--- config.mk ---
export PLATFORM = sky130hd
export DESIGN_NAME = ram_burst_ctrl
export DESIGN_NICKNAME = d
export VERILOG_FILES = /design/src/rtl/ram_burst_pkg.sv /design/src/rtl/ram_burst_ctrl.sv
export SDC_FILE = /design/constraint.sdc
export NUM_CORES = 1
export LEC_CHECK = 0
export BUFFER_PORTS_ARGS = -buffer_cell sky130_fd_sc_hd__buf_4
export CORE_MARGIN = 1.5
export CORE_UTILIZATION = 48
export CTS_BUF_LIST = sky130_fd_sc_hd__clkbuf_2 sky130_fd_sc_hd__clkbuf_4 sky130_fd_sc_hd__clkbuf_8
export DETAILED_ROUTE_END_ITERATION = 10
export PLACE_DENSITY = 0.84
export RECOVER_POWER = 100
export SYNTH_ARGS = -nofsm -noshare
export SYNTH_HDL_FRONTEND = slang
export SYNTH_SLANG_ARGS = --single-unit
--- constraint.sdc ---
create_clock -name clk -period 2.2 [get_ports clk]
set_input_delay 0.44 -clock clk [delete_from_list [all_inputs] [get_ports clk]]
set_output_delay 0.44 -clock clk [all_outputs]
set_load 0.02 [all_outputs]
--- src/rtl/ram_burst_pkg.sv ---
// ram_burst_pkg: shared state encoding, default widths and burst-end helper for ram_burst_ctrl.
package ram_burst_pkg;

    localparam int unsigned DEF_DATA_WIDTH = 8;
    localparam int unsigned DEF_ADDR_WIDTH = 8;
    localparam int unsigned DEF_LEN_WIDTH  = 4;

    typedef enum logic [2:0] {IDLE, WR, RD_ISSUE, RD_CAPTURE, RD_RESP} state_t;

    typedef struct packed {
        logic        ovf;
        logic [31:0] end_addr;
    } burst_end_t;

    // Last address touched by a burst, flagged when it runs past the top of an aw-bit space.
    function automatic burst_end_t burst_end(input logic [31:0] addr, input logic [31:0] len,
                                             input int unsigned aw);
        logic [32:0] sum;
        burst_end_t  r;
        sum        = {1'b0, addr} + {1'b0, len};
        r.ovf      = (sum >> aw) != '0;
        r.end_addr = sum[31:0];
        return r;
    endfunction

endpackage

--- src/rtl/ram_burst_ctrl.sv ---
// ram_burst_ctrl: burst read/write sequencer in front of a single-port registered-read RAM.
// Define RAM_BURST_CTRL_BOUND_CHK_EN to reject bursts that would run past the top address (err port).
module ram_burst_ctrl
    import ram_burst_pkg::*;
#(
    parameter int unsigned DATA_WIDTH = DEF_DATA_WIDTH,
    parameter int unsigned ADDR_WIDTH = DEF_ADDR_WIDTH,
    parameter int unsigned LEN_WIDTH  = DEF_LEN_WIDTH
) (
    input  logic                  clk,
    input  logic                  rst_n,
    input  logic                  cmd_valid,
    output logic                  cmd_ready,
    input  logic                  cmd_write,
    input  logic [ADDR_WIDTH-1:0] cmd_addr,
    input  logic [LEN_WIDTH-1:0]  cmd_len,
    input  logic                  wd_valid,
    output logic                  wd_ready,
    input  logic [DATA_WIDTH-1:0] wd_data,
    output logic                  rsp_valid,
    input  logic                  rsp_ready,
    output logic [DATA_WIDTH-1:0] rsp_data,
    output logic                  done,
    output logic                  ram_we,
    output logic [ADDR_WIDTH-1:0] ram_addr,
    output logic [DATA_WIDTH-1:0] ram_wdata,
    input  logic [DATA_WIDTH-1:0] ram_rdata
`ifdef RAM_BURST_CTRL_BOUND_CHK_EN
    ,
    output logic                  err
`endif
);

    state_t                state_q, state_d;
    logic [ADDR_WIDTH-1:0] addr_q, addr_d;
    logic [LEN_WIDTH-1:0]  rem_q, rem_d;
    logic [DATA_WIDTH-1:0] rsp_q, rsp_d;
    logic                  done_q, done_d;
    logic                  err_q, err_d;

    // Handshakes are gated by rst_n so a burst cut by reset cannot write on the reset edge.
    assign cmd_ready = rst_n && state_q == IDLE;
    assign wd_ready  = rst_n && state_q == WR;
    assign ram_we    = wd_ready && wd_valid;
    assign ram_addr  = state_q == IDLE ? '0 : addr_q;
    assign ram_wdata = state_q == WR ? wd_data : '0;
    assign rsp_valid = state_q == RD_RESP;
    assign rsp_data  = rsp_q;
    assign done      = done_q;
`ifdef RAM_BURST_CTRL_BOUND_CHK_EN
    assign err       = err_q;
`endif

    always_comb begin
        state_d = state_q;
        addr_d  = addr_q;
        rem_d   = rem_q;
        rsp_d   = rsp_q;
        done_d  = 1'b0;
        err_d   = 1'b0;
        case (state_q)
            IDLE: if (cmd_valid) begin
                addr_d  = cmd_addr;
                rem_d   = cmd_len;
                state_d = cmd_write ? WR : RD_ISSUE;
`ifdef RAM_BURST_CTRL_BOUND_CHK_EN
                if (burst_end(32'(cmd_addr), 32'(cmd_len), ADDR_WIDTH).ovf) begin
                    state_d = IDLE;
                    done_d  = 1'b1;
                    err_d   = 1'b1;
                end
`endif
            end
            WR: if (wd_valid) begin
                addr_d = addr_q + 1'b1;
                rem_d  = rem_q - 1'b1;
                if (rem_q == '0) begin
                    state_d = IDLE;
                    done_d  = 1'b1;
                end
            end
            RD_ISSUE: state_d = RD_CAPTURE;
            RD_CAPTURE: begin
                rsp_d   = ram_rdata;
                state_d = RD_RESP;
            end
            RD_RESP: if (rsp_ready) begin
                if (rem_q == '0) begin
                    state_d = IDLE;
                    done_d  = 1'b1;
                end else begin
                    addr_d  = addr_q + 1'b1;
                    rem_d   = rem_q - 1'b1;
                    state_d = RD_ISSUE;
                end
            end
            default: state_d = IDLE;
        endcase
    end

    always_ff @(posedge clk) begin
        if (!rst_n) begin
            state_q <= IDLE;
            addr_q  <= '0;
            rem_q   <= '0;
            rsp_q   <= '0;
            done_q  <= 1'b0;
            err_q   <= 1'b0;
        end else begin
            state_q <= state_d;
            addr_q  <= addr_d;
            rem_q   <= rem_d;
            rsp_q   <= rsp_d;
            done_q  <= done_d;
            err_q   <= err_d;
        end
    end

endmodule

==> results.toml <==
[grt]
grt_pass1_wl_um = 6670
antenna_found_initial = 0
grt_pass1_vias = 1440
grt_start_max_net_pins = 16
grtUsageTotal = 0.265
overflow = 0

[floorplanning]
die_y_um = 56.4
rows = 19
die_w_um = 56.4
dieArea_um2 = 3180
pin_count = 63
coreArea_um2 = 2730
start_util = 0.500

[clock_tree]
cts_inserted_buffers = 3
clk_latency_ps = 330
cts_tree = "built"
clk_pin_slew_ps = 140
cts.htree.levels = 1
cts-root-buf = "clkbuf_4"
post-cts-setup-buffers = 0
clock_path_buffers = 2
clock-sinks = 24

[synth]
yosysWarnings = 0
synth_top_flop_cell = "dfxtp_1"
synthCells = 166
synth_largest_area_cell = "dfxtp_1"
synth_area_leaders = "dfxtp_1 (35%), mux2i_1 (6.6%), a21oi_1 (4.4%)"
ys_seq_area_frac = 0.352
synth_area_per_cell_um2 = 8.23
syn_area_um2 = 1370
yosysTopAreaCellShare = 0.352
synth_cell_types = 43
ys_seq_elements = 24
synth-async-reset-ratio = 0
synth_edf_count = 0
synth.most_common_cell = "dfxtp_1"
synthTopCellsByCount = "dfxtp_1 (24), nand2_1 (13), a21oi_1 (12), nor2_1 (12), o21ai_0 (10)"
synth_nets = 202

[setup_path]
reg2reg_to = "addr_q[3]"
path_class = "reg2out"
critPathMaxFanout = 12
reg2reg_depth = 5
cp.arrival_ps = 1630
crit_chain = "nor3_2, and2_0, buf_4"
max_stage_delay_ps = 530
critPathLaunchType = "flop"
r2r_start = "state_q[0]"
rrSetupSlack_ps = 160
cpMaxStageDelayCell = "nor3_2"
end_kind = "primary output"
cp.required_ps = 1760

[routing]
first_iter_violations = 75
drcViolationCount = 0
maxUsedRoutingLayer = "met4"
antenna_left = 0
vias = 1512
firstDrtPassIters = 4
wl_per_cell_um = 15.9
m1WireLength_um = 1700
wirelength_um = 4070
wl_met3_um = 231
wl_met2_um = 2100
via_per_inst = 5.91

[timing]
max_freq_ghz = 0.483
period_share = 0.941
skew_ps = 11.3
tightest_slew_ps = 587
finalHoldViolCount = 0
setup_tns_ps = 0
setup_viol = 0
fin_crit_ps = 2070
max_slew_margin = 0.606
rsz0062_at_grt = "false"
slew_violations = 0

[job]
maxCapViolCount = 0

[hold_path]
min_delay_worst_endpoint = "addr_q[1]"
hold_class = "in2reg"
hp-start = "cmd_addr[1]"
min_path_cells = 3

[placed_design]
routabilityCongestion = 0.828
dp_hpwl_um = 3020
port_buffers = 62
dp.cells = 252

[outcome]
status = "completed"

[finish]
finalNonFillerCells = 256
insertedDiodeCount = 0
final-seq-area_um2 = 482
drive_gt1_frac = 0.271
multi_input_area_um2 = 817
syn_to_final_growth_pct = 32.4
fillers = 269
nets = 262

[power_and_ir_drop]
power_w = 0.00130
ir_drop_mv = 0.431
power_density_nw_per_um2 = 717
p_leak_nw = 0.821
power breakdown:
part | leakage (nW) | internal, W | total [W] | switching, W
combinational | 0.597 | 0.000186 | 0.000439 | 0.000252
sequential | 0.196 | 0.000478 | 0.000532 | 0.0000543
clock | 0.0279 | 0.000184 | 0.000326 | 0.000142
placed cells by master, fill, tap and decap left out, types with 11 or more instances in the layout:
cell type / n
nor2_1: 11
clkbuf_1: 18
dfxtp_1: 23
nand2_1: 13
a21oi_1: 12
buf_4: 38
o21ai_0: 11
clkbuf_2: 11
metrics by stage:
stage / worst slack [ps] / hold WS (ps) / instance area (um^2) / util
after global placement: 290 / 464 / 1850 / 0.676
after global routing: 13.1 / 331 / 1810 / 0.662
final: 129 / 343 / 1810 / 0.662
after detailed placement: 254 / 484 / 1850 / 0.676
after floorplan: 398 / 448 / 1370 / -
after CTS: 93.8 / 345 / 1910 / 0.698
timing repair:
item,in CTS,in global routing
resized for setup,2,1
endpoints found under the setup margin,10,2
hold buffers,0,0
sequential cells by signal, indices dropped and copies added (netlist names):
name and count:
rsp_data 8, done 1, rem_q 4, addr_q 8
state_q 3
worst max-delay path by stage:
| stage | slack [ps] | start | depth (start not counted) | endpoint |
|---|---|---|---|---|
| after floorplan | 400 | state_q[1] | 5 | ram_we |
| after global placement | 290 | rem_q[0] | 6 | rem_q[2] |
| after detailed placement | 250 | rem_q[0] | 6 | addr_q[3] |
| after CTS | 90 | state_q[1] | 4 | ram_we |
| after global routing | 10 | state_q[2] | 4 | ram_we |
| final | 130 | state_q[0] | 3 | cmd_ready |
routing by layer:
layer	vias to the layer above	GRT usage
li1	726	-
met1	718	0.334
met2	62	0.452
met3	6	0.0461
met4	0	0.0952
met5	-	0
cell families after synthesis:
family,after synthesis,synth area share
AND/OR/NAND/NOR,69,0.284
AO/OA/AOI/OAI,45,0.214
flip-flops,24,0.352
buffers and inverters,15,0.0513
multiplexers,10,0.0742
adder cells (fa/ha/maj),2,0.0183
XOR/XNOR,1,0.00641
layout make-up:
type,instances,area share
clock buffer,3,0.0124
timing repair buffer,67,0.225
inverter,3,0.00622
clock inverter,1,0.0166
multi-input combinational,127,0.452
sequential,24,0.266
tap,31,0.0214
critical path: cells and delay by family, from the launching register on:
kind | cells | cell delay (ps)
flip-flops | 1 | 430
AND/OR/NAND/NOR | 2 | 730
buffers and inverters | 1 | 140
No activity file was read; power rests on OpenSTA's default activity.
